<file path="config.mk">
export PLATFORM = sky130hd
export DESIGN_NAME = is_array_sequencer
export DESIGN_NICKNAME = d
export VERILOG_FILES = /design/src/rtl/is_array_sequencer.sv
export SDC_FILE = /design/constraint.sdc
export NUM_CORES = 1
export LEC_CHECK = 0
export CORE_ASPECT_RATIO = 1.5
export CORE_UTILIZATION = 44
export DETAILED_ROUTE_END_ITERATION = 8
export PLACE_DENSITY_LB_ADDON = 0.2
export REMOVE_ABC_BUFFERS = 1
export SLEW_MARGIN = 20
export SYNTH_ARGS = -nofsm -noshare
export SYNTH_HDL_FRONTEND = slang
export SYNTH_SLANG_ARGS = --single-unit
</file>
<file path="constraint.sdc">
create_clock -name clk -period 2 [get_ports clk]
set_clock_uncertainty 0.2 [all_clocks]
set_input_delay 0.4 -clock clk [delete_from_list [all_inputs] [get_ports clk]]
set_output_delay 0.4 -clock clk [all_outputs]
set_load 0.02 [all_outputs]
</file>
<file path="src/rtl/is_array_sequencer.sv">
// Job sequencer for an input-stationary systolic array: loads one stationary input
// tile, streams num_vec weight vectors, drains with zero weights and tags each psum.
module is_array_sequencer #(
  parameter int ARRAY_HEIGHT = 4,
  parameter int ARRAY_WIDTH  = 4,
  parameter int OUT_LATENCY  = 8,
  parameter int CNT_W        = 8,
  localparam int AW = (ARRAY_WIDTH > 1) ? $clog2(ARRAY_WIDTH) : 1
) (
  input  logic             clk,
  input  logic             rst_n,
  input  logic             start,
  input  logic [CNT_W-1:0] num_vec,
  input  logic             psum_ready,
  output logic             busy,
  output logic             done,
  output logic [AW-1:0]    input_rd_addr,
  output logic             input_en,
  output logic [CNT_W-1:0] weight_rd_addr,
  output logic             weight_zero,
  output logic             process_en,
  output logic             psum_valid,
  output logic [CNT_W-1:0] psum_addr,
  output logic [2:0]       state_dbg
);

  localparam int DW = $clog2(OUT_LATENCY + 1);
  localparam logic [AW-1:0] LOAD_FIRST = AW'(ARRAY_WIDTH - 1);
  localparam logic [DW-1:0] DRAIN_LAST = DW'(OUT_LATENCY - 1);

  if (OUT_LATENCY < 1 || ARRAY_HEIGHT < 1 || ARRAY_WIDTH < 1) begin : g_param_check
    $error("is_array_sequencer: OUT_LATENCY, ARRAY_HEIGHT and ARRAY_WIDTH must be >= 1");
  end

  typedef enum logic [2:0] {
    S_IDLE   = 3'd0,
    S_LOAD   = 3'd1,
    S_STREAM = 3'd2,
    S_DRAIN  = 3'd3,
    S_DONE   = 3'd4
  } state_t;

  state_t                 state_q, state_d;
  logic [CNT_W-1:0]       num_vec_q, num_vec_d;
  logic [DW-1:0]          drain_cnt_q, drain_cnt_d;
  logic [OUT_LATENCY-1:0] vld_q, vld_d;
  logic                   busy_q, busy_d;
  logic                   done_q, done_d;
  logic                   input_en_q, input_en_d;
  logic [AW-1:0]          input_rd_addr_q, input_rd_addr_d;
  logic [CNT_W-1:0]       weight_rd_addr_q, weight_rd_addr_d;
  logic                   weight_zero_q, weight_zero_d;
  logic                   active_q, active_d;
  logic [CNT_W-1:0]       psum_addr_q, psum_addr_d;
  logic                   issue;

  // psum_ready gates the whole array pipeline in the same cycle, so the enable is not registered.
  assign process_en     = active_q & psum_ready;
  assign issue          = process_en & (state_q == S_STREAM);
  assign psum_valid     = vld_q[OUT_LATENCY-1] & psum_ready;
  assign busy           = busy_q;
  assign done           = done_q;
  assign input_en       = input_en_q;
  assign input_rd_addr  = input_rd_addr_q;
  assign weight_rd_addr = weight_rd_addr_q;
  assign weight_zero    = weight_zero_q;
  assign psum_addr      = psum_addr_q;
  assign state_dbg      = state_q;

  always_comb begin
    state_d          = state_q;
    num_vec_d        = num_vec_q;
    drain_cnt_d      = drain_cnt_q;
    vld_d            = vld_q;
    busy_d           = busy_q;
    done_d           = 1'b0;
    input_en_d       = input_en_q;
    input_rd_addr_d  = input_rd_addr_q;
    weight_rd_addr_d = weight_rd_addr_q;
    weight_zero_d    = weight_zero_q;
    active_d         = active_q;
    psum_addr_d      = psum_valid ? psum_addr_q + CNT_W'(1) : psum_addr_q;

    if (process_en) begin
      for (int i = OUT_LATENCY - 1; i > 0; i--) vld_d[i] = vld_q[i-1];
      vld_d[0] = issue;
    end

    case (state_q)
      S_IDLE: begin
        if (start) begin
          state_d          = S_LOAD;
          num_vec_d        = num_vec;
          busy_d           = 1'b1;
          input_en_d       = 1'b1;
          input_rd_addr_d  = LOAD_FIRST;
          weight_rd_addr_d = '0;
          psum_addr_d      = '0;
          drain_cnt_d      = '0;
        end
      end
      S_LOAD: begin
        if (input_rd_addr_q == '0) begin
          input_en_d = 1'b0;
          if (num_vec_q != '0) begin
            state_d  = S_STREAM;
            active_d = 1'b1;
          end else begin
            state_d = S_DONE;
            done_d  = 1'b1;
            busy_d  = 1'b0;
          end
        end else begin
          input_rd_addr_d = input_rd_addr_q - AW'(1);
        end
      end
      S_STREAM: begin
        if (process_en) begin
          if (weight_rd_addr_q == num_vec_q - CNT_W'(1)) begin
            state_d       = S_DRAIN;
            weight_zero_d = 1'b1;
          end else begin
            weight_rd_addr_d = weight_rd_addr_q + CNT_W'(1);
          end
        end
      end
      S_DRAIN: begin
        // The last psum leaves on the OUT_LATENCY-th enabled cycle after the final issue.
        if (process_en) begin
          if (drain_cnt_q == DRAIN_LAST) begin
            state_d       = S_DONE;
            active_d      = 1'b0;
            weight_zero_d = 1'b0;
            done_d        = 1'b1;
            busy_d        = 1'b0;
          end else begin
            drain_cnt_d = drain_cnt_q + DW'(1);
          end
        end
      end
      S_DONE: begin
        state_d = S_IDLE;
      end
      default: begin
        state_d = S_IDLE;
      end
    endcase
  end

  always_ff @(posedge clk or negedge rst_n) begin
    if (!rst_n) begin
      state_q          <= S_IDLE;
      num_vec_q        <= '0;
      drain_cnt_q      <= '0;
      vld_q            <= '0;
      busy_q           <= 1'b0;
      done_q           <= 1'b0;
      input_en_q       <= 1'b0;
      input_rd_addr_q  <= '0;
      weight_rd_addr_q <= '0;
      weight_zero_q    <= 1'b0;
      active_q         <= 1'b0;
      psum_addr_q      <= '0;
    end else begin
      state_q          <= state_d;
      num_vec_q        <= num_vec_d;
      drain_cnt_q      <= drain_cnt_d;
      vld_q            <= vld_d;
      busy_q           <= busy_d;
      done_q           <= done_d;
      input_en_q       <= input_en_d;
      input_rd_addr_q  <= input_rd_addr_d;
      weight_rd_addr_q <= weight_rd_addr_d;
      weight_zero_q    <= weight_zero_d;
      active_q         <= active_d;
      psum_addr_q      <= psum_addr_d;
    end
  end

endmodule

</file>
* Word-level counts from Yosys, hierarchy flattened
Index checks and enable logic that the tools add are counted.
** Word-level totals
- Memories kept :: 0
- RAM bits :: 0
- Latch bits :: 0
- Logic and storage cells :: 95
- Bits of input ports :: 12
- Output and inout port bits :: 27
- ROM bits :: 0
- Bits in registers :: 46
** Operators by class
- Reduce and logical (&&, ||, !) cells :: 18
- Add/subtract/negate cells :: 5
- Muxes and demuxes :: 41
- Order comparisons :: 0
- Shift-type cells :: 0
- Eq/ne operators :: 16
- Divide/modulo/power cells :: 0
- Multiply operators :: 0
- Bitwise logic cells :: 3
** Operators by type and width (number)
- $mux 8 :: 6
- $mux 3 :: 7
- $ne 2x2->1 const B :: 10
- $add 8x1->8 const B :: 2
- $pmux 8 s2 :: 1
- $mux 1 :: 14
- $mux 4 :: 3
- $pmux 3 s4 :: 1
- $reduce_and 6->1 :: 2
- $reduce_and 5->1 :: 2
- $reduce_bool 2->1 :: 5
- $eq 8x8->1 :: 1
- $pmux 1 s2 :: 4
- $pmux 4 s2 :: 1
- $reduce_and 4->1 :: 2
- $reduce_bool 8->1 :: 1
- $sub 8x1->8 const B :: 1
- $eq 3x2->1 const B :: 2
- $reduce_and 3->1 :: 2
- $add 4x1->4 const B :: 1
- $eq 4x3->1 const B :: 1
- $mux 2 :: 2
- $pmux 2 s2 :: 1
- $and 1x1->1 :: 3
- other kinds (8) :: 8

* Depth between registers and ports, before layout
Gate-level depths: netlist of run 1.
- Depth in word-level cells :: 5
- Depth in mapped cells :: 9
- Depth with buffers taken out :: 8

* Worst setup path before layout of run 1
No wires, ideal clock.
- Path kind :: flip-flop to flip-flop
- Start :: reg state_q[2] (netlist: state_dbg[2])
- End :: reg weight_rd_addr_q[5] (netlist: weight_rd_addr[5])
- Library setup time :: 0.078 ns
- Period minus slack after synthesis :: 2.125 ns
- Required time :: 1.722 ns
- Arrival :: 1.847 ns
- Path slack :: -0.125 ns
- Path buffers :: 0
- Stages on the path, launching flop included :: 6
- Cell sequence :: dfrtp_1 nor2_1 nand3_1 or4_1 or3_1 a21oi_1
** On the way
- Word-level cells in the longest chain between the ends :: 3
- Elaborated cells between the ends (all ways) :: 8
- Classes of those cells :: eq/ne (4); mux (1); reduce/logical (3)
** Ends and longest elaborated chain
- from (decl) :: RTL line 43 : state_t state_q, state_d;
- from (signal assigned) :: RTL line 165 : state_q <= state_d;
- $eq 3x2->1 / $logic_not 3->1 (equally long branches) :: RTL line 89 : case (state_q)
- $ne 2x2->1 (no source line) / $reduce_bool 2->1 (equally long branches)
- $reduce_and 4->1 (no source line)
- to (signal assigned) :: RTL line 173 : weight_rd_addr_q <= weight_rd_addr_d;
- to (decl) :: RTL line 51 : logic [CNT_W-1:0] weight_rd_addr_q, weight_rd_addr_d;
Several ways; a longest one is shown, not always the timed one.
A chain may end at the register's enable or synchronous reset.

* Worst setup path after layout of run 1
- Start :: reg num_vec_q[3]
- End :: reg weight_rd_addr_q[3] (netlist: weight_rd_addr[3])
** On the way
- Word-level cells in the longest chain between the ends :: 4
** Ends and longest elaborated chain
- from (decl) :: RTL line 44 : logic [CNT_W-1:0] num_vec_q, num_vec_d;
- from (signal assigned) :: RTL line 166 : num_vec_q <= num_vec_d;
- $sub 8x1->8 :: RTL line 119 : if (weight_rd_addr_q == num_vec_q - CNT_W'(1)) begin
- $eq 8x8->1 :: RTL line 119
- $ne 2x2->1 (no source line)
- $reduce_and 4->1 (no source line)
No other way between the ends.

==> flow_summary_export.csv, run 1 <==
group,metric,value,unit
synth,synth_top_area_share,48.1,%
routing,wl,6000,um
clocking,clock_path_buffers,2,
routing,via_per_inst,5.28,
critical_path,crit_arrival,2.39,ns
global_route,antenna_found_initial,0,
critical_path,path_class,"reg2reg",
floorplan,core_area,5200,sq um
synth,synth_cell_type_count,44,
synth,ys_async_sr_fraction,100,%
timing,slew_violations,0,
clocking,clockRootBuffer,"clkbuf_8",
synth,syn-cell-area,2390,sq um
synth,ys_warn_count,0,
synth,synth_area_leader_cell,"dfrtp_1",
finish,fill_cells,433,
placement,place_hpwl,4180,um
placement,io_buffer_count,38,
global_route,track_usage,21.1,%
placement,dp_cells,408,
clocking,cts_buffers,5,
routing,antenna_left,0,
synth,synth_ff_type,"dfrtp_1",
critical_path,cp-start-kind,"flip-flop",
clocking,cts-htree-levels,2,
placement,pre_cts_ws,-0.434,ns
timing,fmax,0.424,GHz
finish,regArea,1150,sq um
worst_hold_path,hp-class,"reg2reg",
critical_path,crit_fanout,5,
clocking,clk_latency,0.30,ns
floorplan,initial_utilization,46.0,%
timing,tns,-2.57,ns
timing,hold_viol_final,0,
global_route,grt_max_degree,31,
clocking,path_clk_slew,0.09,ns
finish,antennaDiodeCount,0,
finish,area_delta_synth_final,43.0,%
global_route,grt_pass1_wl,9740,um
synth,yosysMostFrequentCell,"nand2_1",
finish,fin_util,65.8,%
routing,avgRoutedWirePerCell,14.1,um
power,total_power,4.23,mW
floorplan,dieWidth,62.2,um
placement,gp_congestion,0.815,
synth,synthCells,270,
finish,multi_input_area,1260,sq um
floorplan,ios,39,
power,vdd_ir_drop_max,0.733,mV
finish,drive_above_1_share,24.1,%
power,leakage,1.63,nW
status,failed_checks,"negative setup slack",
routing,drtIter0Drc,74,
routing,vias,2243,
flow_run,cap_violations,0,
status,outcome,"finished with violations",
power,powerDensity,1240,nW/um^2
critical_path,critPathCaptureType,"flip-flop",
timing,finalCritPeriodShare,118,%
synth,synth-edff-count,0,
synth,ys_seq_area_share,48.1,%
timing,rsz0062_at_grt,"yes",
timing,finalSetupViolations,10,
synth,synth.top_cells.by_count,"nand2_1, dfrtp_1, nor2_1",
critical_path,required,2.03,ns
routing,dr.pass1.iters,4,
synth,syn-mean-instance-area,8.86,sq um
clocking,clock_sinks,46,
floorplan,die_area,5740,sq um
timing,max_slew_margin,67.5,%
finish,fin_nets,374,
timing,timing.final.crit_period,2.36,ns
routing,drc,0,
synth,netlist_top_cells_area,"dfrtp_1, nand2_1, a21oi_1, nor2_1, ha_1",
timing,worst_pin_slew,0.486,ns
clocking,cts_tree,"yes",
floorplan,die_h,92.3,um
synth,ys_seq_elements,46,
global_route,grt-ovfl-total,0,
timing,finalWorstSetupSlack,-0.359,ns
floorplan,row_count,32,
finish,instances_no_fill,425,
global_route,grt_pass1_vias,2188,
## cells in the final DEF (no fill, tap or decap), drive strengths merged, types with 7 or more instances in the layout
cell type / netlist / routed
clkbuf: 7 / 7
nand2: 68 / 68
dlygate4sd2: 0 / 12
nand3: 9 / 9
a21oi: 18 / 18
o21ai: 11 / 11
nor2: 22 / 22
nor3: 7 / 7
buf: 4 / 53
clkdlybuf4s50: 0 / 23
inv: 8 / 8
xor2: 8 / 8
dfrtp: 46 / 46
## worst max-delay path, cell delays in order (launching register included)
cell,delay (ns)
dfrtp_2,0.47
buf_4,0.17
xor2_1,0.28
xnor2_2,0.19
o2111ai_4,0.18
a211oi_4,0.29
buf_6,0.16
buf_4,0.10
buf_4,0.09
o31ai_1,0.06
a21oi_1,0.11
## repair_timing
| item | in CTS | in global routing |
|---|---|---|
| hold buffers | 1 | 0 |
| endpoints found under the hold margin | 16 | 0 |
| buffers inserted | 3 | 4 |
| setup endpoints to repair | 23 | 11 |
| pin swaps | 5 | 9 |
| gates cloned | 0 | 1 |
| resized for setup | 30 | 18 |
## path summary, 6_finish.rpt
check | slack, ns | start | cells past startpoint | to
min in group asynchronous | 0.37 | rst_n | 2 | weight_rd_addr[1]
max in group asynchronous | 0.72 | rst_n | 3 | state_dbg[0]
max | -0.36 | num_vec_q[3] | 10 | weight_rd_addr[3]
min | 0.28 | vld_q[3] | 2 | vld_q[4]
max reg2reg | -0.36 | num_vec_q[3] | 10 | weight_rd_addr[3]
min reg2reg | 0.28 | vld_q[3] | 2 | vld_q[4]
## cell families after synthesis
group	Yosys count	share of synthesized area, %
AO/OA/AOI/OAI	45	11.8
multiplexers	6	2.51
adder cells (fa/ha/maj)	6	3.14
buffers and inverters	19	3.45
flip-flops	46	48.1
XOR/XNOR	14	5.12
AND/OR/NAND/NOR	134	25.9
## per-stage QoR
stage / area [sq um] / hold slack [ns]
5_1_grt: 3420 / 0.302
3_5_place_dp: 3150 / 0.164
2_1_floorplan: 2340 / -0.0956
6_report: 3420 / 0.279
3_3_place_gp: 3150 / 0.168
4_1_cts: 3320 / 0.283
## metal layers
metal | routed length (um) | GRT usage (%) | vias up
met5 | 0 | 0 | -
met4 | 106 | 6.40 | 0
met3 | 178 | 3.08 | 8
met2 | 3250 | 38.6 | 46
met1 | 2470 | 25.5 | 1091
li1 | - | - | 1098
## flip-flops by register name, indices dropped and copies added (netlist names)
register	cells
done	1
drain_cnt_q	4
num_vec_q	8
active_q	1
weight_zero	1
weight_rd_addr	8
busy	1
state_dbg	3
vld_q	8
input_en	1
input_rd_addr	2
psum_addr	8
## final cells by class
type	instances	area share, %
clock inverter	1	0.256
clock buffer	7	2.81
tap	68	2.49
timing repair buffer	90	23.0
multi-input combinational	205	36.9
inverter	8	0.877
sequential	46	33.7
## where the power goes
group          leakage (nW)  total (mW)  switching, mW  internal [mW]
clock                0.0544       0.631          0.314          0.317
sequential            0.588        1.44          0.252           1.19
combinational         0.991        2.15           1.13           1.02
total                  1.63        4.23           1.70           2.53
Note: power is estimated with default switching activity, not from simulation.
==> inputs of run 2 (changes only) <==
Settings changed: SLEW_MARGIN 20 to 15.
==> results of run 2 <==
Same layout as run 1: the final DEF is identical, and so are final timing and power.
